**config.mk**
```make
export PLATFORM = sky130hd
export DESIGN_NAME = pa_spsram_init_gen
export DESIGN_NICKNAME = d
export VERILOG_FILES = /design/src/rtl/pa_spsram_pkg.sv /design/src/rtl/pa_f_spsram_gen.sv /design/src/rtl/pa_spsram_init_gen.sv
export SDC_FILE = /design/constraint.sdc
export NUM_CORES = 2
export LEC_CHECK = 0
export ABC_AREA = 0
export CAP_MARGIN = 20
export CELL_PAD_IN_SITES_DETAIL_PLACEMENT = 1
export CELL_PAD_IN_SITES_GLOBAL_PLACEMENT = 1
export CORE_AREA = 2 2 293 295
export DETAILED_ROUTE_END_ITERATION = 6
export DIE_AREA = 0 0 295 297
export MAX_ROUTING_LAYER = met4
export PLACE_DENSITY_LB_ADDON = 0.1
export SLEW_MARGIN = 40
export SYNTH_ARGS = -nofsm -noshare
export SYNTH_HDL_FRONTEND = slang
export SYNTH_SLANG_ARGS = --single-unit
```
**constraint.sdc**
```tcl
create_clock -name CLK -period 11 [get_ports CLK]
set_input_delay 2.2 -clock CLK [delete_from_list [all_inputs] [get_ports CLK]]
set_output_delay 2.2 -clock CLK [all_outputs]
set_load 0.02 [all_outputs]
```
**src/rtl/pa_spsram_pkg.sv**
```systemverilog
// Shared definitions for the self-initialising single-port SRAM wrapper.
// Latency: n/a (types and helpers only).
// Backpressure: n/a.
package pa_spsram_pkg;

    typedef enum logic [1:0] {
        ST_IDLE  = 2'd0,
        ST_INIT  = 2'd1,
        ST_READY = 2'd2
    } init_state_e;

    // Bits covered by one write-enable lane.
    function automatic int lane_width(input int data_width, input int we_width);
        return data_width / we_width;
    endfunction

endpackage

```
**src/rtl/pa_f_spsram_gen.sv**
```systemverilog
// Single-port storage array with per-lane active-low write enables, no reset.
// Latency: synchronous read, Q valid one cycle after a CEN=0/GWEN=1 edge.
// Backpressure: none; Q holds its last read value on writes and idle cycles.
module pa_f_spsram_gen
    import pa_spsram_pkg::*;
#(
    parameter int ADDR_WIDTH = 8,
    parameter int DATA_WIDTH = 4,
    parameter int WE_WIDTH   = 4
) (
    input  logic                  CLK,
    input  logic [ADDR_WIDTH-1:0] A,
    input  logic                  CEN,
    input  logic                  GWEN,
    input  logic [WE_WIDTH-1:0]   WEN,
    input  logic [DATA_WIDTH-1:0] D,
    output logic [DATA_WIDTH-1:0] Q
);

    localparam int DEPTH = 1 << ADDR_WIDTH;
    localparam int LW    = lane_width(DATA_WIDTH, WE_WIDTH);

    logic [DATA_WIDTH-1:0] mem [DEPTH];

    always_ff @(posedge CLK) begin
        if (!CEN) begin
            if (GWEN) begin
                Q <= mem[A];
            end else begin
                for (int i = 0; i < WE_WIDTH; i++) begin
                    if (!WEN[i]) begin
                        mem[A][i*LW +: LW] <= D[i*LW +: LW];
                    end
                end
            end
        end
    end

endmodule

```
**src/rtl/pa_spsram_init_gen.sv**
```systemverilog
// Single-port SRAM that writes INIT_VALUE to every entry after reset or init_req, then serves accesses.
// Latency: read 1 cycle (2 with PA_SPSRAM_OREG_EN); init takes 2^ADDR_WIDTH cycles after entering INIT.
// Backpressure: none; accesses presented while init_done=0 are dropped, not stalled.
module pa_spsram_init_gen
    import pa_spsram_pkg::*;
#(
    parameter int                    ADDR_WIDTH = 8,
    parameter int                    DATA_WIDTH = 4,
    parameter int                    WE_WIDTH   = 4,
    parameter logic [DATA_WIDTH-1:0] INIT_VALUE = '0
) (
    input  logic                  CLK,
    input  logic                  cpurst_b,
    input  logic [ADDR_WIDTH-1:0] A,
    input  logic                  CEN,
    input  logic                  GWEN,
    input  logic [WE_WIDTH-1:0]   WEN,
    input  logic [DATA_WIDTH-1:0] D,
    input  logic                  init_req,
    output logic [DATA_WIDTH-1:0] Q,
    output logic                  init_done
);

    init_state_e           state, state_nxt;
    logic [ADDR_WIDTH-1:0] cnt, cnt_nxt;

    logic                  mem_cen;
    logic                  mem_gwen;
    logic [WE_WIDTH-1:0]   mem_wen;
    logic [ADDR_WIDTH-1:0] mem_a;
    logic [DATA_WIDTH-1:0] mem_d;
    logic [DATA_WIDTH-1:0] mem_q;
    logic                  rd_fire;

    always_ff @(posedge CLK or negedge cpurst_b) begin
        if (!cpurst_b) begin
            state <= ST_IDLE;
            cnt   <= '0;
        end else begin
            state <= state_nxt;
            cnt   <= cnt_nxt;
        end
    end

    always_comb begin
        state_nxt = state;
        cnt_nxt   = cnt;
        mem_cen   = 1'b1;
        mem_gwen  = 1'b1;
        mem_wen   = '1;
        mem_a     = A;
        mem_d     = D;
        case (state)
            ST_IDLE: begin
                state_nxt = ST_INIT;
                cnt_nxt   = '0;
            end
            ST_INIT: begin
                mem_cen  = 1'b0;
                mem_gwen = 1'b0;
                mem_wen  = '0;
                mem_a    = cnt;
                mem_d    = INIT_VALUE;
                cnt_nxt  = cnt + 1'b1;
                // A restart request wins over completing the sweep.
                if (init_req) begin
                    cnt_nxt = '0;
                end else if (&cnt) begin
                    state_nxt = ST_READY;
                end
            end
            ST_READY: begin
                mem_cen  = CEN;
                mem_gwen = GWEN;
                mem_wen  = WEN;
                if (init_req) begin
                    state_nxt = ST_INIT;
                    cnt_nxt   = '0;
                end
            end
            default: begin
                state_nxt = ST_IDLE;
                cnt_nxt   = '0;
            end
        endcase
    end

    assign rd_fire   = (state == ST_READY) && !CEN && GWEN;
    assign init_done = (state == ST_READY);

    pa_f_spsram_gen #(
        .ADDR_WIDTH (ADDR_WIDTH),
        .DATA_WIDTH (DATA_WIDTH),
        .WE_WIDTH   (WE_WIDTH)
    ) u_mem (
        .CLK  (CLK),
        .A    (mem_a),
        .CEN  (mem_cen),
        .GWEN (mem_gwen),
        .WEN  (mem_wen),
        .D    (mem_d),
        .Q    (mem_q)
    );

`ifdef PA_SPSRAM_OREG_EN
    logic                  rd_pend;
    logic [DATA_WIDTH-1:0] q_oreg;

    always_ff @(posedge CLK or negedge cpurst_b) begin
        if (!cpurst_b) begin
            rd_pend <= 1'b0;
            q_oreg  <= '0;
        end else begin
            rd_pend <= rd_fire;
            if (rd_pend) begin
                q_oreg <= mem_q;
            end
        end
    end

    assign Q = q_oreg;
`else
    // The array output has no reset; mask it until a read lands after reset.
    logic rd_seen;

    always_ff @(posedge CLK or negedge cpurst_b) begin
        if (!cpurst_b) begin
            rd_seen <= 1'b0;
        end else if (rd_fire) begin
            rd_seen <= 1'b1;
        end
    end

    assign Q = rd_seen ? mem_q : '0;
`endif

endmodule

```
; ---- Yosys cells after proc, flatten, opt, wreduce, memory -nomap -nowiden
; Memories as Yosys holds them, arrays and structs flattened. A register that Yosys moved wholly into a read port is not among the register bits.
; Cells that the tools add are included.
; W data, S select, Z words.
[classes]
n_eq_ne = 5
n_reduce_logical = 7
addsub = 1
magnitude_cmp = 0
muxes = 29
mul = 0
div = 0
n_bitwise = 1
n_shift = 0
[ops]
columns = operator, count
row1 = $mux W8, 3
row2 = $mux W1, 16
row3 = $pmux W8 S2, 1
row4 = $add A8 B1 Y8 const B, 1
row5 = $mux W4, 2
row6 = $pmux W4 S2, 1
row7 = $reduce_and A8 Y1, 1
row8 = $mux W2, 3
row9 = $ne A2 B2 Y1 const B, 3
row10 = $pmux W2 S3, 1
row11 = $pmux W1 S2, 2
row12 = $reduce_and A3 Y1, 1
row13 = $eq A2 B1 Y1 const B, 1
row14 = $eq A2 B2 Y1 const B, 1
row15 = $logic_and A1 B1 Y1, 2
row16 = $logic_not A2 Y1, 1
row17 = $reduce_and A2 Y1, 1
row18 = $logic_not A1 Y1, 1
row19 = $not A1 Y1, 1
[totals]
reg_bits = 11
mem_bits_rw = 1024
latchBits = 0
out_inout_bits = 5
wordCells = 47
romBits = 0
mem_count = 1
[mem_list]
columns = memory, depth, word_bits, rd, rd_ports_with_merged_regs, write_ports, line
row1 = u_mem.mem, 256, 4, 1, 1, 1, pa_f_spsram_gen.sv:23  ; logic [DATA_WIDTH-1:0] mem [DEPTH];

; ---- Logic depth before layout (Yosys ltp)
[logic_depth]
word_depth = 6
mapped_depth = 13
depth_no_buf = 8

; ---- Hierarchy
; Synthesis repeated with hierarchy kept, for this count alone.
[unflattened]
cells_unflattened = 3167
hier_area_um2 = 44983.1
[by_module_without_submodules]
columns = mod, cells_per_inst, area_per_inst_um2, instances
row1 = pa_f_spsram_gen, 3079, 44216.2, 1
row2 = pa_spsram_init_gen, 88, 767.0, 1

; ---- Worst setup path before layout
; Ideal clock, no wire load.
[synth_path]
path_kind = input to register
startpoint = in D[0]
endpoint = mem u_mem.mem[0][0] (data pin)
t_arrival_ns = 5.444
path_buffers = 0
path_slack_ns = 4.688
setup_time_ns = 0.868
path_stages = 1
cell_sequence = and2_1
[synth_via]
elab_chain_cells = 1
[synth_lines]
columns = element, line
row1 = "start, declared", pa_spsram_init_gen.sv:18  ; input logic [DATA_WIDTH-1:0] D,
row2 = $mux W4, pa_spsram_init_gen.sv:53  ; case (state)
row3 = "end, declared", pa_f_spsram_gen.sv:23
; Every way passes these cells.

; ---- Final worst setup path
[layout_path]
startpoint = in A[0]
endpoint = reg u_mem.Q[1] (read register of u_mem.mem) (data pin)
[layout_via]
elab_chain_cells = 1
[layout_lines]
columns = element, line
row1 = "start, declared", pa_spsram_init_gen.sv:14  ; input logic [ADDR_WIDTH-1:0] A,
row2 = $mux W8, pa_spsram_init_gen.sv:53
row3 = "end, declared", pa_f_spsram_gen.sv:17  ; output logic [DATA_WIDTH-1:0] Q
; Every way passes these cells.
; A chain may end at the register's enable or synchronous reset.

==> flow_metrics.env <==
export IMPL_antenna_found_initial=0
export IMPL_post_cts_resized=0
export IMPL_setup_viol=0
export IMPL_grt_max_degree=145
export IMPL_p_per_area_nw_per_um2=164
export IMPL_ys_flop_type="edfxtp_1"
export IMPL_worstSkewPairLatency_ns=0.68
export IMPL_ys_seq_area_share_pct=67.7
export IMPL_fmaxAchievable_mhz=171
export IMPL_holdWs_ns=0.661
export IMPL_synth_commonest_cells="nor2_1 (1116), edfxtp_1 (1028), nand2_1 (831), nand3_1 (238), buf_2 (163)"
export IMPL_rsz0062_at_grt="false"
export IMPL_switching_share_pct=22.9
export IMPL_p_clk_share_pct=42.5
export IMPL_seqPwrFrac_pct=52.1
export IMPL_yosys_warnings=0
export IMPL_hp_class="reg -> reg"
export IMPL_synth_edf_count=1028
export IMPL_required_ns=11.54
export IMPL_finalMaxSlewViolations=0
export IMPL_internal_power_mw=6.36
export IMPL_port_buffers=25
export IMPL_syn_nets=4204
export IMPL_die_area_sq_um=87600
export IMPL_period_needed_ns=5.86
export IMPL_cp_start_kind="input pin"
export IMPL_ys_seq_elements=1039
export IMPL_routed_wirelength_mm=144
export IMPL_globalRouteOverflowTotal=0
export IMPL_ctsHoldBuffers=0
export IMPL_switching_power_mw=1.89
export IMPL_final_area_sq_um=50200
export IMPL_num_io_pins=26
export IMPL_cp_end_kind="flop"
export IMPL_synth_area_per_cell_sq_um=11.0
export IMPL_cts_made_buffers=109
export IMPL_dr_pass1_iters=6
export IMPL_p_leak_nw=16.2
export IMPL_async_flop_share_pct=1.06
export IMPL_ys_types=55
export IMPL_synth_top_area_share_pct=67.1
export IMPL_maxCapViolations=0
export IMPL_dpl_cell_area_sq_um=46800
export IMPL_viasPerCell=6.31
export IMPL_hold_viol_final=0
export IMPL_drt_iter0_markers=3660
export IMPL_diodes=0
export IMPL_core_area_sq_um=84500
export IMPL_post_cts_setup_buffers=0
export IMPL_tns_ns=0
export IMPL_die_w_um=295
export IMPL_status="finished, final reports clean"
export IMPL_path_clk_slew_ns=0.06
export IMPL_critPathKind="in -> reg"
export IMPL_clk_path_buf_depth=3
export IMPL_p_comb_share_pct=5.4
export IMPL_vias=33212
export IMPL_final_net_count=4049
export IMPL_die_y_um=297
export IMPL_netlist_instances=4182
export IMPL_drc=0
export IMPL_period_share_pct=53.3
export IMPL_grt_pass1_vias=33534
export IMPL_crit_fanout=58
export IMPL_synth_cell_area_sq_um=46000
export IMPL_h_tree_depth=3
export IMPL_place_congestion=0.827
export IMPL_skew_ns=0.0220
export IMPL_pre_cts_ws_ns=4.43
export IMPL_fillers=8727
export IMPL_drive_gt1_share_pct=7.01
export IMPL_ys_top_cells_by_area="edfxtp_1 (67%), nor2_1 (9.1%), nand2_1 (6.8%), mux2i_1 (2.7%), nand3_1 (2.6%)"
export IMPL_arrival_ns=6.40
export IMPL_grt_pass1_wl_mm=214
export IMPL_start_util_pct=54.4
export IMPL_gr_usage_all_layers_pct=34.0
export IMPL_cts_sinks=1039
export IMPL_worst_pin_slew_ns=0.958
export IMPL_floorplan_rows=107
export IMPL_wire_per_inst_um=27.4
export IMPL_maxSlewHeadroom_pct=36.1
export IMPL_postRouteAntennaNets=0
export IMPL_synth_top_cell_by_area="edfxtp_1"
export IMPL_layout_setup_ws_ns=5.14
export IMPL_cts_root_buf="clkbuf_16"
export IMPL_synth_most_common_cell="nor2_1"
export IMPL_dp_hpwl_mm=80.8
export IMPL_cts_tree="done"
export IMPL_area_delta_synth_final_pct=9.24
export IMPL_ir_drop_mv=0.134
[registers in the layout, indices dropped and copies added (netlist names)]
name,flops
rd_seen,1
u_mem.Q,4
cnt,8
u_mem.mem,1024
state,2
[stage by stage]
stage / cells / util, % / power [mW]
after detailed placement: 5057 / 55.4 / 4.82
after floorplan: 4182 / - / 4.65
after global routing: 5265 / 59.5 / 8.44
final: 5265 / 59.5 / 8.25
after CTS: 5262 / 59.3 / 8.27
after global placement: 5054 / 55.2 / 4.80
[path summary, 6_finish.rpt]
| path | from | endpoint | slack [ns] | cells after the start |
|---|---|---|---|---|
| worst max-delay path | A[0] | u_mem.Q[1] | 5.14 | 11 |
| worst min-delay path | cnt[6] | cnt[6] | 0.66 | 1 |
| worst max register to register | state[1] | u_mem.Q[1] | 6.28 | 11 |
| worst min register to register | cnt[6] | cnt[6] | 0.66 | 1 |
| max in group asynchronous | cpurst_b | cnt[1] | 8.72 | 1 |
| min in group asynchronous | cpurst_b | cnt[4] | 1.90 | 1 |
[power by group through the flow]
stage | registers [mW] | logic (mW) | clock network (mW)
floorplan | 4.38 | 0.273 | 0
global placement | 4.38 | 0.427 | 0
detailed placement | 4.38 | 0.438 | 0
CTS | 4.29 | 0.441 | 3.53
global route | 4.29 | 0.473 | 3.67
finish | 4.29 | 0.448 | 3.50
[logic make-up after synthesis]
family / after synthesis / share of synthesized area (%)
simple gates: 2404 / 21.6
flops: 1039 / 67.7
buf+inv: 358 / 3.63
compound gates: 249 / 4.17
mux: 130 / 2.87
xor+xnor: 1 / 0.0191
fa+ha+maj: 1 / 0.0272
[layer usage]
layer | wire [um] | GRT usage, % | part of all wire [%]
met5 | 0 | - | 0
met4 | 6730 | 14.4 | 4.7
met3 | 10600 | 3.83 | 7.3
met2 | 70600 | 55.1 | 49
met1 | 56500 | 43.6 | 39
[critical path: stages]
cell and delay [ns]:
clkdlybuf4s50_1 0.45, buf_4 0.32, a21o_4 0.70, buf_4 0.69
buf_4 0.72, nand2_1 0.13, a32oi_1 0.27, nand4_1 0.13
a41oi_1 0.40, nor3_1 0.14, nand3_1 0.10
[final cells by class]
| cell class | instances | area [sq um] | area share (%) |
|---|---|---|---|
| clock inverter | 71 | 468 | 0.932 |
| inverter | 4 | 15.0 | 0.0299 |
| sequential | 1039 | 31100 | 62.0 |
| tap | 1144 | 1430 | 2.85 |
| timing repair buffer | 88 | 923 | 1.84 |
| clock buffer | 134 | 2860 | 5.70 |
| multi-input combinational | 2785 | 13400 | 26.6 |
[cell usage in the layout, fill, tap and decap left out, types with 4 or more instances in the layout]
cell | synthesis | final
buf_4 | 20 | 40
nor2_2 | 5 | 7
a31oi_1 | 35 | 34
nand2_2 | 1 | 29
a32oi_1 | 100 | 100
a222oi_1 | 4 | 4
clkinv_2 | 0 | 25
o21ai_0 | 24 | 24
buf_12 | 0 | 9
nor2_4 | 1 | 4
dfrtp_1 | 11 | 11
buf_6 | 6 | 11
inv_1 | 4 | 4
nand2_1 | 831 | 802
clkinv_1 | 0 | 35
nor3_2 | 4 | 4
mux2i_1 | 125 | 124
clkbuf_1 | 142 | 23
nor3_1 | 9 | 9
nand4_1 | 144 | 144
nand3_1 | 238 | 238
and2_4 | 0 | 4
bufinv_16 | 0 | 5
clkdlybuf4s50_1 | 0 | 25
edfxtp_1 | 1028 | 1028
and2_1 | 21 | 17
a21oi_1 | 12 | 12
o2111ai_1 | 4 | 4
a22oi_1 | 5 | 5
and3_1 | 4 | 4
o211ai_1 | 24 | 24
nor2_1 | 1116 | 1111
clkbuf_16 | 0 | 111
o21ai_4 | 4 | 7
nand2b_1 | 16 | 15
o21ai_1 | 13 | 12
a311oi_1 | 5 | 5
a41oi_1 | 4 | 4
Power figures use the tool's default switching activity.
